`config.mk`:
```
export PLATFORM = sky130hd
export DESIGN_NAME = femto_bus_fabric_flat
export DESIGN_NICKNAME = d
export VERILOG_FILES = /design/src/rtl/femto_bus_pkg.sv /design/src/rtl/femto_bus_if.sv /design/src/rtl/femto_bus_decode.sv /design/src/rtl/femto_bus_fabric.sv /design/src/flat_wrapper.sv
export SDC_FILE = /design/constraint.sdc
export NUM_CORES = 1
export LEC_CHECK = 0
export ABC_AREA = 1
export BUFFER_PORTS_ARGS = -buffer_cell sky130_fd_sc_hd__clkbuf_2
export CAP_MARGIN = 10
export CORE_AREA = 2 2 187 189
export DETAILED_ROUTE_END_ITERATION = 6
export DIE_AREA = 0 0 189 191
export SYNTH_ARGS = -nofsm -noshare
export SYNTH_HDL_FRONTEND = slang
export SYNTH_SLANG_ARGS = --single-unit
export TNS_END_PERCENT = 20
```
`constraint.sdc`:
```
create_clock -name clk -period 2.9 [get_ports clk]
set_clock_uncertainty 0.05 [all_clocks]
set_input_delay 0.29 -clock clk [delete_from_list [all_inputs] [get_ports clk]]
set_output_delay 0.29 -clock clk [all_outputs]
set_load 0.05 [all_outputs]
```
`src/rtl/femto_bus_pkg.sv`:
```
// femto_bus_pkg
//   Shared constants and types for the FemtoRV32 memory-bus fabric:
//   the error read-data pattern, error-log codes, the fabric FSM state
//   encoding and the default SoC slave base-address table.
package femto_bus_pkg;

    // Pattern returned for unmapped, quarantined and aborted reads.
    localparam logic [31:0] ERR_DATA = 32'hDEAD_BEEF;

    // Error-log codes.
    localparam logic [1:0] ERR_NONE     = 2'b00,
                           ERR_UNMAPPED = 2'b01,
                           ERR_RD_TO    = 2'b10,
                           ERR_WR_TO    = 2'b11;

    typedef enum logic [1:0] {
        ST_IDLE    = 2'd0,
        ST_RD_WAIT = 2'd1,
        ST_WR_WAIT = 2'd2
    } state_e;

    // Default SoC map: flash, SPI RAM, UART and accelerators.
    // Slice [i*16 +: 16] is the cpu_addr[31:16] value of slave i, so the
    // list reads from slave 6 (left, MSB) down to slave 0 (right, LSB).
    localparam int              DEFAULT_N_SLAVES   = 7;
    localparam logic [16*7-1:0] DEFAULT_SLAVE_BASE = {
        16'h0044, 16'h0043, 16'h0042, 16'h0041, 16'h0040, 16'h0001, 16'h0000
    };

endpackage

```
`src/rtl/femto_bus_if.sv`:
```
// femto_bus_if
//   CPU-side bus of the fabric.
//   cpu_addr/cpu_wdata/cpu_wmask/cpu_rstrb : driven by the CPU (master)
//   cpu_rdata/cpu_rbusy/cpu_wbusy          : driven by the fabric (slave)
//
// Handshake: cpu_rstrb is a one-cycle read request; any set bit of
// cpu_wmask is a write request. A request is accepted in the cycle it is
// presented; the transfer is complete in the first following cycle where
// the matching busy (cpu_rbusy for reads, cpu_wbusy for writes) is low.
// Read data is valid in that completion cycle. Requests must not be
// issued while busy is high.
interface femto_bus_if;
    logic [31:0] cpu_addr;
    logic [31:0] cpu_wdata;
    logic [3:0]  cpu_wmask;
    logic        cpu_rstrb;
    logic [31:0] cpu_rdata;
    logic        cpu_rbusy;
    logic        cpu_wbusy;

    modport master (
        output cpu_addr, cpu_wdata, cpu_wmask, cpu_rstrb,
        input  cpu_rdata, cpu_rbusy, cpu_wbusy
    );

    modport slave (
        input  cpu_addr, cpu_wdata, cpu_wmask, cpu_rstrb,
        output cpu_rdata, cpu_rbusy, cpu_wbusy
    );
endinterface

```
`src/rtl/femto_bus_decode.sv`:
```
// femto_bus_decode
//   Combinational address matcher.
//   addr_hi  in  16        cpu_addr[31:16]
//   idx      out IW        matching slave index, N_SLAVES when nothing matches
//   hit      out 1         some slave matched
//   match_oh out N_SLAVES  one-hot of the winning slave (all zero on miss)
//   Duplicate table entries resolve to the lowest index.
module femto_bus_decode
    import femto_bus_pkg::*;
#(
    parameter int                      N_SLAVES   = DEFAULT_N_SLAVES,
    parameter logic [16*N_SLAVES-1:0]  SLAVE_BASE = DEFAULT_SLAVE_BASE,
    parameter int                      IW         = $clog2(N_SLAVES + 1)
) (
    input  logic [15:0]         addr_hi,
    output logic [IW-1:0]       idx,
    output logic                hit,
    output logic [N_SLAVES-1:0] match_oh
);

    // Walk from the top index down so the lowest matching index is the
    // one left standing.
    always_comb begin
        idx      = IW'(N_SLAVES);
        hit      = 1'b0;
        match_oh = '0;
        for (int i = N_SLAVES - 1; i >= 0; i--) begin
            if (addr_hi == SLAVE_BASE[i*16 +: 16]) begin
                idx         = IW'(i);
                hit         = 1'b1;
                match_oh    = '0;
                match_oh[i] = 1'b1;
            end
        end
    end

endmodule

```
`src/rtl/femto_bus_fabric.sv`:
```
// femto_bus_fabric
//   Memory-bus fabric between the FemtoRV32 core and N_SLAVES slaves.
//   clk, resetn          clock, asynchronous active-low reset
//   cpu                  CPU-side bus (femto_bus_if.slave)
//   s_addr/s_wdata/s_wmask  shared pass-through to all slaves
//   s_rd/s_wr            per-slave one-hot read/write strobes
//   s_rdata/s_rbusy/s_wbusy per-slave read data (packed) and busy
//   err_clear            pulse, clears the error log
//   err_code/err_addr/err_count  first error since clear + saturating count
//   quarantine           slaves disabled after a busy timeout (reset clears)
//   dbg_state            current FSM state
module femto_bus_fabric
    import femto_bus_pkg::*;
#(
    parameter int                      N_SLAVES       = DEFAULT_N_SLAVES,
    parameter logic [16*N_SLAVES-1:0]  SLAVE_BASE     = DEFAULT_SLAVE_BASE,
    parameter int                      TIMEOUT_CYCLES = 1024
) (
    input  logic                     clk,
    input  logic                     resetn,
    femto_bus_if.slave               cpu,
    output logic [31:0]              s_addr,
    output logic [31:0]              s_wdata,
    output logic [3:0]               s_wmask,
    output logic [N_SLAVES-1:0]      s_rd,
    output logic [N_SLAVES-1:0]      s_wr,
    input  logic [32*N_SLAVES-1:0]   s_rdata,
    input  logic [N_SLAVES-1:0]      s_rbusy,
    input  logic [N_SLAVES-1:0]      s_wbusy,
    input  logic                     err_clear,
    output logic [1:0]               err_code,
    output logic [31:0]              err_addr,
    output logic [7:0]               err_count,
    output logic [N_SLAVES-1:0]      quarantine,
    output state_e                   dbg_state
);

    localparam int             IW      = $clog2(N_SLAVES + 1);
    localparam logic [IW-1:0]  IDX_ERR = IW'(N_SLAVES);
    localparam int             TW      = $clog2(TIMEOUT_CYCLES + 1);
    localparam logic [TW-1:0]  T_MAX   = TW'(TIMEOUT_CYCLES);

    logic [IW-1:0]       dec_idx;
    logic                dec_hit;
    logic [N_SLAVES-1:0] dec_oh;

    femto_bus_decode #(
        .N_SLAVES   (N_SLAVES),
        .SLAVE_BASE (SLAVE_BASE),
        .IW         (IW)
    ) u_decode (
        .addr_hi  (cpu.cpu_addr[31:16]),
        .idx      (dec_idx),
        .hit      (dec_hit),
        .match_oh (dec_oh)
    );

    state_e        state_q, state_d;
    logic [TW-1:0] timer_q, timer_d;
    logic [IW-1:0] sel_q;
    logic [31:0]   addr_q;
    logic          abort_q;

    // Read has priority: a write mask presented with rstrb is ignored.
    logic rd_req, wr_req, dec_ok;
    assign rd_req = cpu.cpu_rstrb;
    assign wr_req = (|cpu.cpu_wmask) & ~cpu.cpu_rstrb;
    assign dec_ok = dec_hit & ~(|(dec_oh & quarantine));

    assign s_addr  = cpu.cpu_addr;
    assign s_wdata = cpu.cpu_wdata;
    assign s_wmask = cpu.cpu_wmask;
    assign s_rd    = {N_SLAVES{rd_req}} & dec_oh & ~quarantine;
    assign s_wr    = {N_SLAVES{wr_req}} & dec_oh & ~quarantine;

    // Per-slave view of the registered selection.
    logic [31:0]         sel_rdata;
    logic                sel_rbusy, sel_wbusy, sel_quar;
    logic [N_SLAVES-1:0] sel_oh;

    always_comb begin
        sel_rdata = '0;
        sel_rbusy = 1'b0;
        sel_wbusy = 1'b0;
        sel_quar  = 1'b0;
        sel_oh    = '0;
        for (int i = 0; i < N_SLAVES; i++) begin
            if (sel_q == IW'(i)) begin
                sel_rdata = s_rdata[i*32 +: 32];
                sel_rbusy = s_rbusy[i];
                sel_wbusy = s_wbusy[i];
                sel_quar  = quarantine[i];
                sel_oh[i] = 1'b1;
            end
        end
    end

    logic        in_wait, sel_busy, ready, abort_now;
    logic        wr_ev, load_sel, err_event;
    logic [1:0]  err_code_new;
    logic [31:0] err_addr_new;

    always_comb begin
        in_wait   = (state_q != ST_IDLE);
        sel_busy  = (state_q == ST_RD_WAIT) ? sel_rbusy :
                    (state_q == ST_WR_WAIT) ? sel_wbusy : 1'b0;
        // A new request may be taken in IDLE or in the cycle a wait ends.
        ready     = ~in_wait | ~sel_busy;
        abort_now = in_wait & sel_busy & (timer_q == T_MAX);
        wr_ev     = wr_req & ready;
        load_sel  = rd_req | wr_ev;

        state_d = state_q;
        timer_d = timer_q;
        if (in_wait && sel_busy) begin
            if (abort_now) state_d = ST_IDLE;
            else           timer_d = timer_q + TW'(1);
        end else begin
            state_d = ST_IDLE;
            if (rd_req && dec_ok) begin
                state_d = ST_RD_WAIT;
                timer_d = '0;
            end else if (wr_req && dec_ok) begin
                state_d = ST_WR_WAIT;
                timer_d = '0;
            end
        end

        err_event    = abort_now | (load_sel & ~dec_ok);
        err_code_new = !abort_now ? ERR_UNMAPPED :
                       (state_q == ST_RD_WAIT) ? ERR_RD_TO : ERR_WR_TO;
        err_addr_new = abort_now ? addr_q : cpu.cpu_addr;
    end

    always_ff @(posedge clk or negedge resetn) begin
        if (!resetn) begin
            state_q    <= ST_IDLE;
            timer_q    <= '0;
            sel_q      <= '0;
            addr_q     <= '0;
            abort_q    <= 1'b0;
            quarantine <= '0;
            err_code   <= ERR_NONE;
            err_addr   <= '0;
            err_count  <= '0;
        end else begin
            state_q <= state_d;
            timer_q <= timer_d;
            if (load_sel) begin
                sel_q  <= dec_idx;
                addr_q <= cpu.cpu_addr;
            end
            if (abort_now) begin
                abort_q    <= 1'b1;
                quarantine <= quarantine | sel_oh;
            end else if (rd_req || wr_req) begin
                abort_q <= 1'b0;
            end
            // An error in the clear cycle wins and becomes the first entry.
            if (err_event) begin
                if (err_clear || err_code == ERR_NONE) begin
                    err_code <= err_code_new;
                    err_addr <= err_addr_new;
                end
                if (err_clear)                err_count <= 8'd1;
                else if (err_count != 8'hFF)  err_count <= err_count + 8'd1;
            end else if (err_clear) begin
                err_code  <= ERR_NONE;
                err_addr  <= '0;
                err_count <= '0;
            end
        end
    end

    assign cpu.cpu_rdata = (sel_q == IDX_ERR || sel_quar || abort_q || abort_now)
                         ? ERR_DATA : sel_rdata;
    assign cpu.cpu_rbusy = (state_q == ST_RD_WAIT) & sel_rbusy & ~abort_now;
    assign cpu.cpu_wbusy = (state_q == ST_WR_WAIT) & sel_wbusy & ~abort_now;
    assign dbg_state     = state_q;

endmodule
```
`src/flat_wrapper.sv`:
```
// flat-port wrapper written by rule: the top's interface ports become plain ports
module femto_bus_fabric_flat import femto_bus_pkg::*;
#(
    parameter int                      N_SLAVES       = DEFAULT_N_SLAVES,
    parameter logic [16*N_SLAVES-1:0]  SLAVE_BASE     = DEFAULT_SLAVE_BASE,
    parameter int                      TIMEOUT_CYCLES = 1024
)
  (clk, resetn, s_addr, s_wdata, s_wmask, s_rd, s_wr, s_rdata, s_rbusy, s_wbusy, err_clear, err_code, err_addr, err_count, quarantine, dbg_state, cpu_cpu_addr, cpu_cpu_wdata, cpu_cpu_wmask, cpu_cpu_rstrb, cpu_cpu_rdata, cpu_cpu_rbusy, cpu_cpu_wbusy);
  femto_bus_if cpu_i ();
  input  logic clk;
  input  logic resetn;
  output logic [31:0] s_addr;
  output logic [31:0] s_wdata;
  output logic [3:0] s_wmask;
  output logic [N_SLAVES-1:0] s_rd;
  output logic [N_SLAVES-1:0] s_wr;
  input  logic [32*N_SLAVES-1:0] s_rdata;
  input  logic [N_SLAVES-1:0] s_rbusy;
  input  logic [N_SLAVES-1:0] s_wbusy;
  input  logic err_clear;
  output logic [1:0] err_code;
  output logic [31:0] err_addr;
  output logic [7:0] err_count;
  output logic [N_SLAVES-1:0] quarantine;
  output state_e dbg_state;
  input wire logic [$bits(cpu_i.cpu_addr)-1:0] cpu_cpu_addr;
  input wire logic [$bits(cpu_i.cpu_wdata)-1:0] cpu_cpu_wdata;
  input wire logic [$bits(cpu_i.cpu_wmask)-1:0] cpu_cpu_wmask;
  input wire logic [$bits(cpu_i.cpu_rstrb)-1:0] cpu_cpu_rstrb;
  output wire logic [$bits(cpu_i.cpu_rdata)-1:0] cpu_cpu_rdata;
  output wire logic [$bits(cpu_i.cpu_rbusy)-1:0] cpu_cpu_rbusy;
  output wire logic [$bits(cpu_i.cpu_wbusy)-1:0] cpu_cpu_wbusy;
  assign cpu_i.cpu_addr = cpu_cpu_addr;
  assign cpu_i.cpu_wdata = cpu_cpu_wdata;
  assign cpu_i.cpu_wmask = cpu_cpu_wmask;
  assign cpu_i.cpu_rstrb = cpu_cpu_rstrb;
  assign cpu_cpu_rdata = cpu_i.cpu_rdata;
  assign cpu_cpu_rbusy = cpu_i.cpu_rbusy;
  assign cpu_cpu_wbusy = cpu_i.cpu_wbusy;
  femto_bus_fabric #(.N_SLAVES(N_SLAVES), .SLAVE_BASE(SLAVE_BASE), .TIMEOUT_CYCLES(TIMEOUT_CYCLES)) u_core (.clk(clk), .resetn(resetn), .cpu(cpu_i), .s_addr(s_addr), .s_wdata(s_wdata), .s_wmask(s_wmask), .s_rd(s_rd), .s_wr(s_wr), .s_rdata(s_rdata), .s_rbusy(s_rbusy), .s_wbusy(s_wbusy), .err_clear(err_clear), .err_code(err_code), .err_addr(err_addr), .err_count(err_count), .quarantine(quarantine), .dbg_state(dbg_state));
endmodule
```
==> flow_summary.yaml, run 1 <==
cells_and_area:
  layout_common_cells: "383 x clkbuf_2, 256 x nand2_1, 107 x inv_1, 107 x nand3_1, 95 x dfrtp_1"
  fin_util_pct: 30.4
  area_delta_synth_final_pct: 41.3
  drive_above_1_share_pct: 36.1
  final_common_cell: "clkbuf_2"
  final_nets: 1725
power:
  power.leakage_nw: 5.52
  total_power_mw: 4.48
  p_seq_share_pct: 35.4
  swShare_pct: 40.2
  irDropWorstVdd_mv: 0.241
  p_sw_mw: 1.80
  power_per_cell_area_mw_per_mm2: 432
  clkPwrFrac_pct: 25.8
  comb_power_share_pct: 38.9
  internal_power_mw: 2.68
synth:
  synthArstFlopShare_pct: 100
  synth_cell_types: 35
  netlist_area_sq_mm: 0.00735
  ys_seq_area_share_pct: 33.4
  syn-num-nets: 1393
  synth_edf_count: 0
  yosys_warnings: 0
  ys_seq_elements: 98
  avgSynthCellArea_sq_um: 6.80
  synthFlopType: "dfrtp_1"
  syn-instance-count: 1080
route:
  drtIter0Drc: 600
  drt_pass1_iterations: 5
  detail_route.wirelength_mm: 38.2
  antenna_left: 0
  route.detailed.drc: 0
  vias: 8931
  via_per_inst: 4.75
  routedWlPerCell_microns: 20.3
setup_path:
  crit_chain: "buf_4 > nand4_1 > nand2_1 > nor2_1 > nand4_1 > nand2_1 > nand2_4 > nand2_4 > nand2_8 > inv_6 > clkbuf_16 > nand2_2 > buf_12"
  critPathLaunchType: "register"
  crit_path_max_fanout: 7
  arrival_ns: 2.48
  r2r_start: "u_core.sel_q[0]$_DFFE_PN0P_"
  max_stage_delay_ns: 0.49
  critPathLaunch: "u_core.sel_q[0]$_DFFE_PN0P_"
  path_delay_family: "simple AND/OR/NAND/NOR gates"
  critPathKind: "reg2out"
  crit_required_ns: 2.56
  slowest_stage: "dfrtp_2"
  critPathCaptureType: "output pin"
  worst-path-buf-inv: 4
placed_design:
  place_hpwl_mm: 30.0
  portBuffers: 412
  gp_congestion: 0.917
  dp_worst_setup_slack_ns: -0.185
sta:
  slew_headroom_pct: 48.8
  post-route-period-util_pct: 97.3
  fin_crit_ns: 2.82
  tightest_slew_ns: 0.768
  finalHoldViolations: 0
  max_freq_ghz: 0.354
  rsz0062_at_grt: "yes"
  whs_ns: 0.133
  setup_viol: 0
  setup_tns_ns: 0
  finalMaxSlewViolations: 0
  layout_setup_ws_ns: 0.0781
die:
  start_util_pct: 21.5
  core_sq_mm: 0.0341
  die_width_microns: 189
  placementRows: 68
  dieArea_sq_mm: 0.0361
  die_height_microns: 191
  num_io_pins: 477
clock_tree:
  max-clock-path-buffers: 2
  cts_tree: "done"
  clock_sinks: 98
  cts-buffers-inserted: 9
  clock-root-buffer: "clkbuf_16"
  clkTransAtPathRegs_ns: 0.07
  h-tree-depth: 3
  clk_latency_ns: 0.35
min_path:
  worst_hold_startpoint: "cpu_cpu_addr[1]"
  min_path_type: "in2reg"
global_routing:
  grt_max_degree: 75
  overflow: 0
  grt_pass1_vias: 8324
  grt_pass1_wl_mm: 52.8
  antenna_found_initial: 15
  grt_use_total_pct: 19.8
run_status:
  status: "complete, no violations"
run:
  maxCapViolCount: 0
[cell usage after synthesis (4+ instances only)]
cell type	n	area (sq um)
buf_2	11	55.1
clkbuf_1	40	150
a211oi_1	6	45.0
o21ai_0	86	430
nor2_1	77	289
inv_1	108	405
nor3_1	12	60.1
dfrtp_1	98	2450
buf_4	73	548
nand2_1	260	976
o21ai_1	21	105
a221oi_1	25	219
a32oi_1	6	52.6
o211ai_1	34	255
a21oi_1	39	195
nand4_1	16	100
xor2_1	7	61.3
buf_6	4	45.0
a32o_1	5	50.1
inv_2	4	15.0
nand2_2	4	25.0
nand3_1	116	581
[state kept, by name, summed over array words and instances, names as in the netlist]
name,flops
u_core.dbg_state,2
u_core.timer_q,11
u_core.err_count,8
u_core.addr_q,32
u_core.err_addr,32
u_core.err_code,2
u_core.quarantine,7
u_core.sel_q,3
u_core.abort_q,1
[cell type report]
| class | instances | area [sq um] |
|---|---|---|
| repair buffers | 451 | 2790 |
| diodes | 10 | 25.0 |
| fillers | 3754 | 23700 |
| clock buffers | 11 | 243 |
| well taps | 455 | 569 |
| clock inverters | 5 | 36.3 |
| multi-input cells | 738 | 3820 |
| inverters | 114 | 438 |
| flip-flops and latches | 98 | 2460 |
[worst register-to-register path, stage by stage, from the launching register on]
cell and delay (ns):
dfrtp_2 0.49, buf_4 0.17, nor3_4 0.20, nand2_1 0.09, nand4_1 0.10, nand2_1 0.13, nand2_4 0.15, nand2_4 0.12
buf_12 0.24, nand2_4 0.15, buf_4 0.42, o211ai_1 0.18, nand2_1 0.10
[final timing paths]
kind                                                    to  slack, ns  cells past startpoint
setup / recovery                          cpu_cpu_rdata[6]       0.08                     13
hold / removal                u_core.addr_q[1]$_DFFE_PN0P_       0.13                      3
setup reg to reg           u_core.err_addr[27]$_DFFE_PN0P_       0.26                     12
hold reg to reg            u_core.err_addr[10]$_DFFE_PN0P_       0.46                      2
max in group asynchronous      u_core.sel_q[0]$_DFFE_PN0P_       1.56                      3
min in group asynchronous     u_core.addr_q[4]$_DFFE_PN0P_       0.51                      2
[timing repair]
action                     CTS  global route
cloned                       0             3
buffers inserted             0             5
hold buffers                 1             0
setup endpoints to repair   24            31
gates resized for setup     16            41
hold endpoints to repair    55             0
pin swaps                    0             5
[power by group through the flow]
stage,sequential (mW),clock [mW],combinational [mW]
global placement,1.61,0,1.66
detailed placement,1.61,0,1.66
global route,1.60,1.27,1.86
CTS,1.58,1.20,1.68
finish,1.59,1.16,1.74
floorplan,1.82,0,0.905
[logic make-up after synthesis]
logic type	after synthesis	share of synthesized area, %
buf+inv	245	16.8
xor+xnor	8	0.954
compound gates	227	18.9
simple gates	499	29.4
flops	98	33.4
fa+ha+maj	3	0.511
[through the flow]
step           instances  cell area, sq um
2_1_floorplan       1080              7350
3_3_place_gp        1847              9800
3_5_place_dp        1847              9800
4_1_cts             1864             10100
5_1_grt             1878             10400
6_report            1882             10400
[layer usage]
layer  GRT usage (%)  vias to the layer above  share of wire (%)
met5               0                        -              0.097
met1            23.4                     4122                 39
li1                -                     4236                  -
met3            8.06                       82                 10
met2            31.9                      485                 47
met4            7.87                        6                3.4
(Power assumes the default switching activity.)
==> inputs of run 2 (changes only) <==
--- a/config.mk
+++ b/config.mk
@@ -5,7 +5,6 @@
 export SDC_FILE = /design/constraint.sdc
 export NUM_CORES = 1
 export LEC_CHECK = 0
-export ABC_AREA = 1
 export BUFFER_PORTS_ARGS = -buffer_cell sky130_fd_sc_hd__clkbuf_2
 export CAP_MARGIN = 10
 export CORE_AREA = 2 2 187 189
==> run 2 against run 1 <==
The flow now finishes with violations (setup timing). Design area up 3.2%. Critical endpoint is now cpu_cpu_rdata[29]. Die area unchanged. Core utilization rose by 0.98 points. Clock power barely moved. Critical path type unchanged. Non-clock buffer count is 37 higher. Worst hold slack lost 0.0098 ns. First-iteration DRC count fell by 28%. Worst setup slack got worse by 0.15 ns.
==> flow_summary.yaml, run 2 <==
run_status:
  status: "finished, violations left"
  violations: "setup timing"
synth:
  synthFlopType: "dfrtp_1"
  muxShareOfSynthArea_pct: 5.84
  ys_seq_area_share_pct: 33.3
  synth_top_family_by_area: "compound AO/OA/AOI/OAI gates"
  synth_edf_count: 0
  netlist_area_sq_mm: 0.00737
  synth_top_area_share_pct: 33.3
  yosysMostFrequentCell: "nand2_1"
  ys_seq_elements: 98
  yosys_warnings: 0
  synth_cell_types: 60
  avgSynthCellArea_sq_um: 8.23
  synth_xor_xnor_area_share_pct: 0.832
  yosysTopAreaCell: "dfrtp_1"
  synth-simple-area-share_pct: 21.2
  synth-compound-area-share_pct: 26.4
  synth_fa_ha_area_share_pct: 0.645
  synthArstFlopShare_pct: 100
  syn-instance-count: 895
  syn-num-nets: 1208
  yosys-top-cells-count: "150 x nand2_1, 98 x dfrtp_1, 89 x nor2_1, 80 x a21oi_1, 68 x buf_4"
  synth.area.top_cells: "dfrtp_1 33%, nand2_1 7.6%, buf_4 6.9%"
global_routing:
  gr-usage-met2_pct: 30.8
  gr-max-usage-layer: "met2"
  use_met1_pct: 20.7
  grt_use_total_pct: 17.5
  grt_max_degree: 61
  antenna_found_initial: 2
  grt_pass1_vias: 7925
  overflow: 0
  grt_use_met3_pct: 4.09
  grt_pass1_wl_mm: 47.4
sta:
  finalHoldViolations: 0
  fin_crit_ns: 2.97
  post-route-period-util_pct: 102
  slew_headroom_pct: 50.7
  layout_setup_ws_ns: -0.0680
  rsz0062_at_grt: "yes"
  finalMaxSlewViolations: 0
  whs_ns: 0.124
  max_freq_ghz: 0.337
  tightest_slew_ns: 0.731
  setup_viol: 9
setup_path:
  crit_path_max_fanout: 5
  r2r-end: "u_core.err_addr[0]$_DFFE_PN0P_"
  ff2ff_setup_slack_ns: 0.11
  critPathCaptureType: "output pin"
  critPathLaunchType: "register"
  arrival_ns: 2.63
  r2r_start: "u_core.sel_q[0]$_DFFE_PN0P_"
  critPathKind: "reg2out"
  crit_required_ns: 2.56
  reg2reg_depth: 10
power:
  power_per_cell_area_mw_per_mm2: 333
  irDropWorstVdd_mv: 0.213
  power.leakage_nw: 5.10
  total_power_mw: 3.56
clock_tree:
  cts-buffers-inserted: 9
  max-clock-path-buffers: 2
  cts_tree: "done"
  clk_latency_ns: 0.35
  clkTransAtPathRegs_ns: 0.08
  clock_sinks: 98
  h-tree-depth: 3
  clock-root-buffer: "clkbuf_16"
cells_and_area:
  fin_util_pct: 31.4
  final_nets: 1572
  nFillCells: 3636
  stdcell_count: 1721
  layout_common_cells: "379 x clkbuf_2, 150 x nand2_1, 95 x dfrtp_1"
  drive_above_1_share_pct: 49.0
  area_delta_synth_final_pct: 45.4
  reg.largest.list: "u_core.addr_q: 32 flops, u_core.err_addr: 32 flops, u_core.timer_q: 11 flops"
  final_common_cell: "clkbuf_2"
route:
  routedWlPerCell_microns: 19.3
  antenna_left: 0
  drtIter0Drc: 429
  detail_route.wirelength_mm: 33.2
  drt_pass1_iterations: 5
  vias: 8285
  route.detailed.drc: 0
  via_per_inst: 4.81
min_path:
  worstHoldEndpoint: "u_core.addr_q[10]$_DFFE_PN0P_"
  worst_hold_startpoint: "cpu_cpu_addr[10]"
  min_path_type: "in2reg"
  hold_depth: 3
run:
  maxCapViolCount: 0
placed_design:
  portBuffers: 412
  dp_cells: 1686
  gp_congestion: 0.849
  place_hpwl_mm: 26.3
die:
  core_sq_mm: 0.0341
  placementRows: 68
  num_io_pins: 477
  die_width_microns: 189
  die_height_microns: 191
  dieArea_sq_mm: 0.0361
  start_util_pct: 21.6
[run 2: kinds of logic after synthesis]
family,Yosys count
simple gates,348
xor+xnor,7
flops,98
fa+ha+maj,4
compound gates,265
mux,27
buf+inv,146
[run 2: critical path, cell delays in order, from the launching register on]
cell and delay [ns]:
dfrtp_4 0.47, mux4_2 0.52, and2_4 0.18, o21ai_1 0.11, buf_4 0.15, a21oi_4 0.08
buf_12 0.13, buf_4 0.17, nor4_4 0.28, buf_12 0.18
[run 2: worst max path at each step]
stage                                      from                end  slack [ns]  depth (start not counted)
CTS                 u_core.sel_q[0]$_DFFE_PN0P_  cpu_cpu_rdata[10]       -0.12                          9
global placement    u_core.sel_q[0]$_DFFE_PN0P_  cpu_cpu_rdata[10]        0.10                          9
floorplan                      cpu_cpu_addr[25]            s_wr[0]       -0.16                          5
global route        u_core.sel_q[0]$_DFFE_PN0P_  cpu_cpu_rdata[10]       -0.18                          9
detailed placement  u_core.sel_q[0]$_DFFE_PN0P_  cpu_cpu_rdata[10]        0.03                          9
finish              u_core.sel_q[0]$_DFFE_PN0P_  cpu_cpu_rdata[29]       -0.07                          9
[run 2: area by class of cell]
cell class              instances  area (sq um)  area share (%)
multi-input cells             651          4310            40.2
repair buffers                488          3050            28.5
flip-flops and latches         98          2460            23.0
well taps                     455           569            5.31
clock buffers                   9           225            2.10
clock inverters                 7          58.8           0.549
inverters                      11          41.3           0.385
diodes                          2          5.00          0.0467
[run 2: what timing repair did]
| action | in CTS | in global routing |
|---|---|---|
| setup endpoints to repair | 32 | 32 |
| hold endpoints to repair | 38 | 0 |
| gates resized for setup | 50 | 33 |
| hold buffers | 1 | 0 |
| pin swaps | 5 | 11 |
| buffers inserted | 5 | 11 |
[run 2: per-layer routing]
layer,up-vias,routed length [microns]
met2,404,16900
met3,37,2370
met5,-,0
met4,0,822
li1,3905,-
met1,3939,13100
[run 2: per-stage QoR]
stage	cell area (sq um)	worst slack (ns)	setup TNS (ns)
2_1_floorplan	7470	-0.159	-3.27
3_5_place_dp	9990	0.0345	0
4_1_cts	10500	-0.122	-0.678
5_1_grt	10700	-0.185	-3.71
6_report	10700	-0.0680	-0.236
3_3_place_gp	9990	0.104	0
[run 2: report_power, final]
group | switching (mW) | internal, mW
Sequential | 0.0549 | 1.45
Combinational | 0.569 | 0.306
Clock | 0.589 | 0.599
==> inputs of run 3 (changes only) <==
--- a/config.mk
+++ b/config.mk
@@ -5,11 +5,13 @@
 export SDC_FILE = /design/constraint.sdc
 export NUM_CORES = 1
 export LEC_CHECK = 0
+export ABC_AREA = 1
 export BUFFER_PORTS_ARGS = -buffer_cell sky130_fd_sc_hd__clkbuf_2
 export CAP_MARGIN = 10
-export CORE_AREA = 2 2 187 189
+export CORE_AREA = 2 2 188 190
 export DETAILED_ROUTE_END_ITERATION = 6
-export DIE_AREA = 0 0 189 191
+export DIE_AREA = 0 0 190 192
+export SLEW_MARGIN = 30
 export SYNTH_ARGS = -nofsm -noshare
 export SYNTH_HDL_FRONTEND = slang
 export SYNTH_SLANG_ARGS = --single-unit
==> run 3 against run 2 <==
The flow now finishes without violations. Sequential power grew 5%. Global-route usage grew 3.2 points. Core utilization fell by 0.82 points. Critical path depth shrank 1. Combinational power grew 100%. Cell count up 9.6%. Count of clock-buffer cells in the layout up 2. Register-to-register slack gained 0.28 ns. Maximum frequency up 4.1%. Clock power rose by 13%. Wire length up 20%. First-iteration DRC count increased by 0.70%.
==> flow_summary.yaml, run 3 (same netlist as run 1, synthesis figures left out) <==
die:
  num_io_pins: 477
  die_height_microns: 192
  dieArea_sq_mm: 0.0365
  die_width_microns: 190
  core_sq_mm: 0.0343
  start_util_pct: 21.4
  placementRows: 68
clock_tree:
  cts_tree: "done"
  clkTransAtPathRegs_ns: 0.07
  h-tree-depth: 3
  clock_sinks: 98
  clk_latency_ns: 0.36
  max-clock-path-buffers: 2
  clock-root-buffer: "clkbuf_16"
  cts-buffers-inserted: 9
min_path:
  hold_depth: 3
  min_path_type: "in2reg"
setup_path:
  reg2reg_depth: 15
  crit_path_max_fanout: 28
  r2r_start: "u_core.sel_q[2]$_DFFE_PN0P_"
  r2r-end: "u_core.err_code[0]$_DFFE_PN0P_"
  critPathLaunch: "u_core.sel_q[1]$_DFFE_PN0P_"
  critPathLaunchType: "register"
  endpoint: "cpu_cpu_rdata[14]"
  crit_required_ns: 2.56
  critPathKind: "reg2out"
  arrival_ns: 2.51
  critPathCaptureType: "output pin"
  ff2ff_setup_slack_ns: 0.39
global_routing:
  grt_pass1_wl_mm: 54.8
  overflow: 0
  grt_use_total_pct: 20.7
  grt_pass1_vias: 8346
  antenna_found_initial: 17
  grt_max_degree: 71
sta:
  setup_viol: 0
  finalHoldViolations: 0
  whs_ns: 0.124
  post-route-period-util_pct: 98.3
  tightest_slew_ns: 0.684
  slew_headroom_pct: 54.4
  rsz0062_at_grt: "yes"
  finalMaxSlewViolations: 0
  max_freq_ghz: 0.351
  fin_crit_ns: 2.85
run_status:
  status: "complete, no violations"
cells_and_area:
  stdcell_count: 1887
  multi_input_area_sq_mm: 0.00381
  layout_common_cells: "381 x clkbuf_2, 256 x nand2_1, 107 x inv_1"
  drive_above_1_share_pct: 36.3
  ff_latch_area_sq_mm: 0.00245
  fin_util_pct: 30.6
  area_delta_synth_final_pct: 42.8
  final_nets: 1729
  reg.largest.list: "u_core.addr_q: 32 flops, u_core.err_addr: 32 flops, u_core.timer_q: 11 flops"
  final_cell_area_sq_mm: 0.0105
  final_common_cell: "clkbuf_2"
  nFillCells: 3723
power:
  power.leakage_nw: 5.56
  irDropWorstVdd_mv: 0.296
  power_per_cell_area_mw_per_mm2: 446
  total_power_mw: 4.68
placed_design:
  dp_cells: 1850
  place_hpwl_mm: 32.7
  gp_congestion: 0.917
  post_dp_cell_area_sq_mm: 0.00983
  portBuffers: 412
route:
  antenna_left: 0
  vias: 8951
  route.detailed.drc: 0
  drt_pass1_iterations: 5
  drtIter0Drc: 432
  detail_route.wirelength_mm: 39.7
  via_per_inst: 4.74
  routedWlPerCell_microns: 21.0
run:
  maxCapViolCount: 0
## run 3: power by group
group / switching, mW / internal, mW / total (mW)
logic: 1.17 / 0.590 / 1.76
clock network: 0.554 / 0.786 / 1.34
registers: 0.0863 / 1.50 / 1.58
## run 3: metrics by stage
| stage | setup TNS (ns) | worst slack, ns |
|---|---|---|
| floorplan | 0 | 0.224 |
| global placement | -0.311 | -0.130 |
| detailed placement | -0.136 | -0.136 |
| CTS | 0 | 0.00543 |
| global route | -0.136 | -0.0133 |
| finish | 0 | 0.0482 |
## run 3: worst min-delay path by stage
| stage | from | endpoint | slack (ns) |
|---|---|---|---|
| 6_report | cpu_cpu_addr[12] | u_core.addr_q[12]$_DFFE_PN0P_ | 0.12 |
| 3_3_place_gp | resetn | u_core.addr_q[4]$_DFFE_PN0P_ | 0.32 |
| 2_1_floorplan | resetn | u_core.abort_q$_DFFE_PN0P_ | -0.06 |
| 4_1_cts | cpu_cpu_addr[12] | u_core.addr_q[12]$_DFFE_PN0P_ | 0.11 |
| 5_1_grt | cpu_cpu_addr[10] | u_core.addr_q[10]$_DFFE_PN0P_ | 0.13 |
| 3_5_place_dp | resetn | u_core.addr_q[4]$_DFFE_PN0P_ | 0.33 |
## run 3: cell type report
class / instances / area share, %
Multi-Input combinational cell: 737 / 36.3
Tap cell: 455 / 5.43
Sequential cell: 98 / 23.4
Timing Repair Buffer: 456 / 27.3
Clock inverter: 5 / 0.787
Clock buffer: 11 / 2.31
Antenna cell: 11 / 0.262
Inverter: 114 / 4.22
## run 3: metal layers
| metal | vias up | wire length, microns | share of wire [%] | track usage, % |
|---|---|---|---|---|
| met5 | - | 23 | 0.058 | 2.20 |
| met1 | 4182 | 15600 | 39 | 25.5 |
| met4 | 4 | 1340 | 3.4 | 7.39 |
| met3 | 62 | 4120 | 10 | 7.05 |
| li1 | 4251 | - | - | - |
| met2 | 452 | 18600 | 47 | 33.2 |
## run 3: worst max-delay path, cell delays in order (launching register included)
cell      delay, ns
dfrtp_2        0.49
buf_4          0.17
nor3_4         0.23
buf_4          0.37
a21oi_1        0.12
nand2_1        0.07
o21ai_0        0.09
a21oi_1        0.28
clkbuf_4       0.32
## run 3: timing repair
item,in CTS,in global routing
hold buffers,1,0
endpoints found under the setup margin,30,30
endpoints found under the hold margin,47,0
cloned,0,2
resized for setup,16,40
setup buffers,2,5
pin swaps,0,2
